### src/rtl/bnn_weight_streamer.sv
// bnn_weight_streamer: transmit side of the BNN weight-load interface.
// Takes weight bytes over valid/ready and emits them as low/high nibble pairs
// on nibble + load_en. One session sends exactly NUM_NEURONS bytes.
// Optional feature: define BNN_WSTREAM_CHECKSUM_EN to add an 8-bit XOR checksum
// of the bytes accepted in the current session.
//
// state   | meaning
// --------+-----------------------------------------------------------
// S_IDLE  | no session; waiting for start
// S_FETCH | waiting for an upstream byte (in_ready=1, load_en=0)
// S_LOW   | low nibble of byte_buf on the pins
// S_HIGH  | high nibble on the pins; next byte may be accepted here
// S_DONE  | one-cycle completion pulse
module bnn_weight_streamer #(
    parameter int NUM_NEURONS = 12,
    parameter int CNT_W       = 5
) (
    input  logic             clk,
    input  logic             reset,
    input  logic             ena,
    input  logic             start,
    input  logic [7:0]       in_data,
    input  logic             in_valid,
    output logic             in_ready,
    output logic             load_en,
    output logic [3:0]       nibble,
    output logic [CNT_W-1:0] neuron_idx,
    output logic             busy,
    output logic             done
`ifdef BNN_WSTREAM_CHECKSUM_EN
   ,output logic [7:0]       checksum
`endif
);

    typedef enum logic [2:0] {
        S_IDLE  = 3'd0,
        S_FETCH = 3'd1,
        S_LOW   = 3'd2,
        S_HIGH  = 3'd3,
        S_DONE  = 3'd4
    } state_t;

    localparam logic [CNT_W-1:0] LAST_IDX = CNT_W'(NUM_NEURONS - 1);

    state_t     state;
    state_t     state_nxt;
    logic [7:0] byte_buf;
    logic       last_byte;
    logic       accept;
    logic       start_ok;
    logic       advance;

    assign last_byte = (neuron_idx == LAST_IDX);
    assign accept    = in_valid & in_ready;
    assign start_ok  = (state == S_IDLE) & start;
    // the high nibble has been taken by the core this cycle
    assign advance   = (state == S_HIGH) & ena;

    // state register
    always_ff @(posedge clk or posedge reset) begin
        if (reset) state <= S_IDLE;
        else       state <= state_nxt;
    end

    // next-state logic; ena low holds the nibble phases so the core never loses a pair
    always_comb begin
        state_nxt = state;
        case (state)
            S_IDLE:  if (start)    state_nxt = S_FETCH;
            S_FETCH: if (in_valid) state_nxt = S_LOW;
            S_LOW:   if (ena)      state_nxt = S_HIGH;
            S_HIGH: begin
                if (ena) begin
                    if (last_byte)     state_nxt = S_DONE;
                    else if (in_valid) state_nxt = S_LOW;
                    else               state_nxt = S_FETCH;
                end
            end
            S_DONE:  state_nxt = S_IDLE;
            default: state_nxt = S_IDLE;
        endcase
    end

    // outputs; only load_en and the HIGH-state in_ready see ena combinationally
    always_comb begin
        in_ready = 1'b0;
        load_en  = 1'b0;
        nibble   = 4'h0;
        busy     = (state != S_IDLE);
        done     = (state == S_DONE);
        case (state)
            S_FETCH: in_ready = 1'b1;
            S_LOW: begin
                load_en = ena;
                nibble  = byte_buf[3:0];
            end
            S_HIGH: begin
                load_en  = ena;
                nibble   = byte_buf[7:4];
                in_ready = ena & ~last_byte;
            end
            default: ;
        endcase
    end

    // byte buffer loads only on a completed handshake
    always_ff @(posedge clk or posedge reset) begin
        if (reset)       byte_buf <= 8'h00;
        else if (accept) byte_buf <= in_data;
    end

    // count of bytes fully sent in this session
    always_ff @(posedge clk or posedge reset) begin
        if (reset)         neuron_idx <= '0;
        else if (start_ok) neuron_idx <= '0;
        else if (advance)  neuron_idx <= neuron_idx + CNT_W'(1);
    end

`ifdef BNN_WSTREAM_CHECKSUM_EN
    // running XOR of accepted bytes, restarted by an honoured start
    always_ff @(posedge clk or posedge reset) begin
        if (reset)         checksum <= 8'h00;
        else if (start_ok) checksum <= 8'h00;
        else if (accept)   checksum <= checksum ^ in_data;
    end
`endif

endmodule

### config.mk
export PLATFORM = sky130hd
export DESIGN_NAME = bnn_weight_streamer
export DESIGN_NICKNAME = d
export VERILOG_FILES = /design/src/rtl/bnn_weight_streamer.sv
export SDC_FILE = /design/constraint.sdc
export NUM_CORES = 1
export LEC_CHECK = 0
export ABC_CLOCK_PERIOD_IN_PS = 2300
export CORE_MARGIN = 2
export CORE_UTILIZATION = 25
export CTS_CLUSTER_DIAMETER = 150
export CTS_CLUSTER_SIZE = 28
export DETAILED_ROUTE_END_ITERATION = 8
export MAX_ROUTING_LAYER = met4
export PLACE_DENSITY = 0.49
export SLEW_MARGIN = 25
export SYNTH_ARGS = -nofsm -noshare
export SYNTH_HDL_FRONTEND = slang
export SYNTH_SLANG_ARGS = --single-unit
### constraint.sdc
create_clock -name clk -period 2.3 [get_ports clk]
set_clock_uncertainty 0.2 [all_clocks]
set_input_delay 0.23 -clock clk [delete_from_list [all_inputs] [get_ports clk]]
set_output_delay 0.23 -clock clk [all_outputs]
set_load 0.02 [all_outputs]
# Word level (Yosys, flattened, before mapping)

Index checks and enable logic that the tools add are counted.
W data, S select, Z words.

Logic and storage cells: 35
Output and inout bits: 13
Register bits after elaboration: 16

Muxes and demuxes: 12
Equal/unequal tests: 9
$add $sub $neg: 1
Bitwise gates (word level): 5
Reductions and logical operators: 5

Operator list:

| kind                  | count |
|---|---|
| $mux W3               | 5 |
| $pmux W3 S4           | 1 |
| $mux W5               | 2 |
| $ne A2 B2 Y1 const B  | 4 |
| $pmux W4 S2           | 1 |
| $eq A3 B2 Y1 const B  | 2 |
| $add A5 B1 Y5 const B | 1 |
| $eq A5 B4 Y1 const B  | 1 |
| $and A1 B1 Y1         | 4 |
| $reduce_and A4 Y1     | 1 |
| $eq A3 B1 Y1 const B  | 1 |
| $eq A3 B3 Y1 const B  | 1 |
| $logic_not A3 Y1      | 1 |
| $reduce_bool A3 Y1    | 1 |
| $mux W2               | 1 |
| $pmux W1 S2           | 1 |
| $reduce_bool A2 Y1    | 1 |
| $reduce_or A2 Y1      | 1 |
| $mux W1               | 1 |
| $not A1 Y1            | 1 |

# Depth between registers and ports, before layout

Gate-level depths: netlist of the first run.

Word-level depth: 5
Depth in mapped cells: 5

# Worst setup path after synthesis of the first run

No wires, ideal clock.

Path type: reg2out
From: register neuron_idx[0]
To: output port in_ready
Data required time: 1870 ps
Slack: 445 ps
Arrival: 1425 ps
Cell stages (with the launch flop): 6
Cell sequence: dfrtp_1 -> ha_1 -> and4bb_2 -> o32a_1 -> buf_6 -> inv_1

Word-level cells in the longest chain between the ends: 4

Ends and longest elaborated chain:

| item                     | line | text |
|---|---|---|
| start: declaration       | 27   | `output logic [CNT_W-1:0] neuron_idx,` |
| start signal: assignment | 116  | `else if (advance) neuron_idx <= neuron_idx + CNT_W'(1);` |
| $eq A5 B4 Y1             | 53   | `assign last_byte = (neuron_idx == LAST_IDX);` |
| $not A1 Y1               | 100  | `in_ready = ena & ~last_byte;` |
| $and A1 B1 Y1            | 100  |  |
| $pmux W1 S2              | 91   | `case (state)` |
| end: declaration         | 24   | `output logic in_ready,` |

Every way passes these cells.

# Worst setup path after layout of the first run

From: register neuron_idx[1]
To: output port in_ready

The elaborated chain is that of the path after synthesis.

==> flow_metrics.py, run 1 <==
metrics = {
    "sta": {
        "max_slew_margin": 0.585,
        "fin_crit_sh": 0.965,
        "hold_viol": 0,
        "finalSetupTns_ps": 0,
        "fmax_mhz": 450,
        "hold_slack_ps": 121,
        "tightest_slew_ps": 623,
        "setup_violations": 0,
        "min_period_ps": 2220,
        "drv_slew": 0,
        "rsz0062_at_grt": "false",
    },
    "clocking": {
        "path_clk_slew_ps": 90,
        "numCtsBuffers": 3,
        "post_cts_buffers": 0,
        "cts.sinks": 16,
        "insertion_delay_ps": 280,
        "htree_num_levels": 1,
        "ctsHoldBuffers": 0,
        "clockRootBuffer": "clkbuf_4",
        "tritoncts": "yes",
        "clockBufferDepth": 2,
    },
    "route": {
        "drt_iter0_markers": 31,
        "drc": 0,
        "wl_per_cell_um": 11.9,
        "first_pass_iters": 4,
        "ant_nets": 0,
        "vias_per_cell": 4.55,
        "drt_wl_total_um": 2080,
        "vias": 792,
    },
    "die": {
        "core_area_um2": 3390,
        "num_rows": 21,
        "die_h_um": 64.1,
        "die_x_um": 64.1,
        "die_area_um2": 4100,
        "start_util": 0.266,
        "io_pins": 26,
    },
    "synthesis": {
        "synthArstFlopShare": 1.00,
        "synthCells": 99,
        "synth_compound_area_frac": 0.132,
        "synth_cell_types": 33,
        "yosys.area_share.simple": 0.254,
        "dominantRegCellSynth": "dfrtp_1",
        "avgSynthCellArea_um2": 9.11,
        "synth_edf_count": 0,
        "yosys_register_bits": 16,
        "yosys_warnings": 0,
        "synth_xor_area_frac": 0.00971,
        "synthAdderAreaFrac": 0.0139,
        "syn-num-nets": 113,
        "synthMuxAreaShare": 0.0777,
        "syn_area_um2": 902,
        "synth_top_family_by_area": "simple AND/OR/NAND/NOR gates",
        "ys_seq_area_frac": 0.444,
    },
    "final_layout": {
        "fin_nets": 144,
        "drive_gt1_frac": 0.133,
        "n_antenna_cell": 0,
        "final_cell_mix": "nand2_1 (21), clkdlybuf4s50_1 (19), dfrtp_1 (14), o22ai_1 (8), nor2_1 (8)",
        "post-route-cell-area_um2": 1260,
        "final_util": 0.372,
        "syn2layout_area_growth_pct": 39.8,
        "final_common_cell": "nand2_1",
    },
    "worst_setup_path": {
        "worst_setup_path_start_kind": "register",
        "end_kind": "output pin",
        "arrival_ps": 1790,
        "r2r_setup_slack_ps": 520,
        "critPathMaxFanout": 5,
        "regToRegEndpoint": "byte_buf[0]",
        "worst_ep_required_time_ps": 1870,
        "rr_worst_depth": 5,
        "r2r_start": "neuron_idx[1]",
        "crit_type": "reg -> out",
    },
    "place": {
        "place_congestion": 0.745,
        "io_buffer_count": 25,
        "dp_hpwl_um": 1570,
        "postPlaceCellArea_um2": 1220,
    },
    "global_route": {
        "use_met3": 0.0246,
        "antenna_found_initial": 0,
        "busiest_layer": "met2",
        "grt_pass1_vias": 710,
        "grt_usage": 0.106,
        "grt_pass1_wl_um": 3330,
        "grt_util_met1": 0.141,
        "met2_usage": 0.169,
        "grt_max_degree": 17,
        "grt_remaining_overflow": 0,
    },
    "min_path": {
        "hold_path_class": "in -> async",
    },
    "pwr": {
        "power_density_nw_per_um2": 1130,
        "ir_drop_mv": 0.471,
        "p_leak_nw": 0.633,
        "p_total_mw": 1.43,
    },
    "outcome": {
        "status": "finished, final reports clean",
    },
    "job": {
        "maxCapViolCount": 0,
    },
}
==> per-layer routing <==
metal,share of wire,up-vias
met5,0,-
met4,0,0
met3,0.055,0
met2,0.47,24
met1,0.48,369
li1,-,399
==> area by class of cell <==
class / instances / area [um^2]
clock buffer: 3 / 22.5
fill: 354 / 2130
inverter: 6 / 22.5
multi-input combinational: 71 / 442
sequential: 16 / 403
tap: 46 / 57.6
timing repair buffer: 32 / 314
==> repair_timing <==
item | in CTS | in global routing
resized for setup | 1 | 8
cloned | 0 | 0
endpoints found under the setup margin | 1 | 6
hold endpoints to repair | 0 | 0
==> kinds of logic after synthesis <==
family,after synthesis
fa+ha+maj,1
buf+inv,12
mux,7
flops,16
simple gates,44
xor+xnor,1
compound gates,18
==> Yosys cell counts, types with 2 or more instances <==
library cell   n  area share
a21o_1         2       0.017
a21oi_1        3       0.017
and2_1         2       0.014
buf_6          2       0.025
dfrtp_1       16        0.44
inv_1          5       0.021
mux2i_1        7       0.078
nand2_1       21       0.087
nand2b_1       2       0.014
nor2_1         8       0.033
o21ai_0        2       0.011
o22ai_1        8       0.055
==> where the power goes <==
group | switching [mW] | internal (mW)
sequential | 0.104 | 0.397
combinational | 0.400 | 0.383
clock | 0.0873 | 0.0606
total | 0.591 | 0.840
==> worst max-delay path, cell delays in order (launching register included) <==
cell and delay, ps:
dfrtp_1 420, ha_1 230, and4bb_2 280, o32a_1 190, inv_1 60, dlygate4sd2_1 320
==> flip-flops by register name, summed over array words and instances (netlist names) <==
name	cells
byte_buf	8
neuron_idx	5
state	3
==> stage by stage <==
step / setup WS [ps] / instances
global route: 1.44 / 174
finish: 79.4 / 174
CTS: 8.88 / 174
global placement: 124 / 171
floorplan: 445 / 99
detailed placement: 101 / 171
==> how the worst max path moves through the flow <==
stage	from	end	slack, ps	cells after the start
floorplan	neuron_idx[0]	in_ready	450	5
global placement	ena	in_ready	120	5
detailed placement	neuron_idx[1]	in_ready	100	5
global route	neuron_idx[1]	in_ready	1	5
finish	neuron_idx[1]	in_ready	80	5
CTS	state[1]	nibble[1]	9	3
No activity file was read; power rests on OpenSTA's default activity.
==> run 2, diff against run 1 <==
--- a/config.mk
+++ b/config.mk
@@ -6,7 +6,7 @@
 export NUM_CORES = 1
 export LEC_CHECK = 0
 export ABC_CLOCK_PERIOD_IN_PS = 2300
-export CORE_MARGIN = 2
+export CORE_MARGIN = 4
 export CORE_UTILIZATION = 25
 export CTS_CLUSTER_DIAMETER = 150
 export CTS_CLUSTER_SIZE = 28
==> flow_metrics.py, run 2 (synthesis results as in run 1) <==
metrics = {
    "clocking": {
        "post_cts_buffers": 0,
        "insertion_delay_ps": 280,
        "ctsHoldBuffers": 0,
        "cts.sinks": 16,
        "clockRootBuffer": "clkbuf_4",
        "path_clk_slew_ps": 100,
        "tritoncts": "yes",
        "htree_num_levels": 1,
        "clockBufferDepth": 2,
        "cts_resized": 3,
        "numCtsBuffers": 3,
    },
    "die": {
        "die_area_um2": 4630,
        "start_util": 0.264,
        "num_rows": 21,
        "die_h_um": 68.1,
        "io_pins": 26,
        "core_area_um2": 3420,
        "die_x_um": 68.1,
    },
    "worst_setup_path": {
        "arrival_ps": 1750,
        "crit_type": "reg -> out",
        "r2r_setup_slack_ps": 500,
        "r2r_start": "neuron_idx[1]",
        "regToRegEndpoint": "byte_buf[7]",
        "critPathMaxFanout": 4,
        "worst_ep_required_time_ps": 1870,
        "rr_worst_depth": 6,
        "worst_setup_path_start_kind": "register",
        "end_kind": "output pin",
    },
    "route": {
        "wl_per_cell_um": 12.8,
        "drt_wl_total_um": 2260,
        "drt_iter0_markers": 25,
        "drc": 0,
        "vias_per_cell": 4.57,
        "ant_nets": 0,
        "vias": 809,
        "first_pass_iters": 4,
    },
    "pwr": {
        "p_leak_nw": 0.645,
        "intPower_uw": 877,
        "ir_drop_mv": 0.389,
        "swShare": 0.404,
        "p_seq_frac": 0.342,
        "power_density_nw_per_um2": 1150,
        "power.switching_uw": 596,
        "power.share.clock": 0.125,
        "combPwrFrac": 0.533,
    },
    "global_route": {
        "grt_usage": 0.111,
        "grt_remaining_overflow": 0,
        "antenna_found_initial": 0,
        "grt_pass1_wl_um": 3780,
        "grt_max_degree": 17,
        "grt_pass1_vias": 854,
    },
    "place": {
        "io_buffer_count": 25,
        "place_inst": 173,
        "place_congestion": 0.751,
        "dp_hpwl_um": 1670,
        "dp_worst_setup_slack_ps": 131,
    },
    "sta": {
        "drv_slew": 0,
        "min_period_ps": 2180,
        "max_slew_margin": 0.571,
        "layout_setup_ws_ps": 120,
        "fmax_mhz": 459,
        "hold_slack_ps": 127,
        "setup_violations": 0,
        "tightest_slew_ps": 643,
        "fin_crit_sh": 0.948,
        "rsz0062_at_grt": "false",
        "hold_viol": 0,
        "finalSetupTns_ps": 0,
    },
    "final_layout": {
        "fin_nets": 146,
        "syn2layout_area_growth_pct": 42.4,
        "top_regs": "byte_buf (8), neuron_idx (5), state (3)",
        "n_antenna_cell": 0,
        "fin_cells": 177,
        "largest_register_ffs": 8,
        "final_cell_mix": "nand2_1 (21), clkdlybuf4s50_1 (18), dfrtp_1 (15), buf_4 (9)",
        "fillCellCount": 375,
        "regMostFlops": "byte_buf",
        "drive_gt1_frac": 0.137,
        "multi_input_area_um2": 439,
        "final_common_cell": "nand2_1",
        "register_area_um2": 402,
    },
    "min_path": {
        "hold_path_class": "in -> async",
    },
    "outcome": {
        "status": "finished, final reports clean",
    },
    "job": {
        "maxCapViolCount": 0,
    },
}
## run 2: cell count changes in the layout (fill, tap and decap cells not counted), sizes merged
| cell | delta |
|---|---|
| clkdlybuf4s50 | -1 |
| buf | +2 |
| dlygate4sd2 | +1 |
| clkbuf | +1 |
## run 2: power groups by stage
stage                     sequential [mW]  combinational (mW)  clock [mW]
final                               0.504               0.785       0.184
after global routing                0.524               0.877       0.202
after CTS                           0.503               0.808       0.195
after detailed placement            0.507               0.814           0
after global placement              0.502               0.814           0
after floorplan                     0.510               0.490           0
## run 2: worst max path at each step
| stage | to | from | depth (start not counted) | slack [ps] |
|---|---|---|---|---|
| floorplan | in_ready | neuron_idx[0] | 5 | 450 |
| detailed placement | in_ready | ena | 5 | 130 |
| global route | in_ready | neuron_idx[1] | 5 | 30 |
| CTS | load_en | state[2] | 3 | 50 |
| finish | in_ready | neuron_idx[1] | 5 | 120 |
| global placement | in_ready | ena | 5 | 130 |
## run 2: final cells by class
class / count / area share
Multi-Input combinational cell: 71 / 0.342
Inverter: 6 / 0.0175
Tap cell: 46 / 0.0448
Sequential cell: 16 / 0.313
Timing Repair Buffer: 34 / 0.255
Clock buffer: 4 / 0.0282
## run 2: per-layer routing
metal	track usage	wire length, um
met3	0.0213	122
met4	0.0298	13
met1	0.141	1080
met5	-	0
met2	0.182	1040
## run 2: critical path, stage by stage (launching register included)
cell and delay [ps]:
dfrtp_1 420, ha_1 240, and4bb_2 250, o32a_1 180, inv_1 60, dlygate4sd2_1 320
## run 2: stage by stage
step | total power [mW] | instance area, um^2 | utilization
2_1_floorplan | 1.00 | 902 | -
3_3_place_gp | 1.32 | 1240 | 0.362
3_5_place_dp | 1.32 | 1240 | 0.362
4_1_cts | 1.51 | 1270 | 0.373
5_1_grt | 1.60 | 1280 | 0.376
6_report | 1.47 | 1280 | 0.376
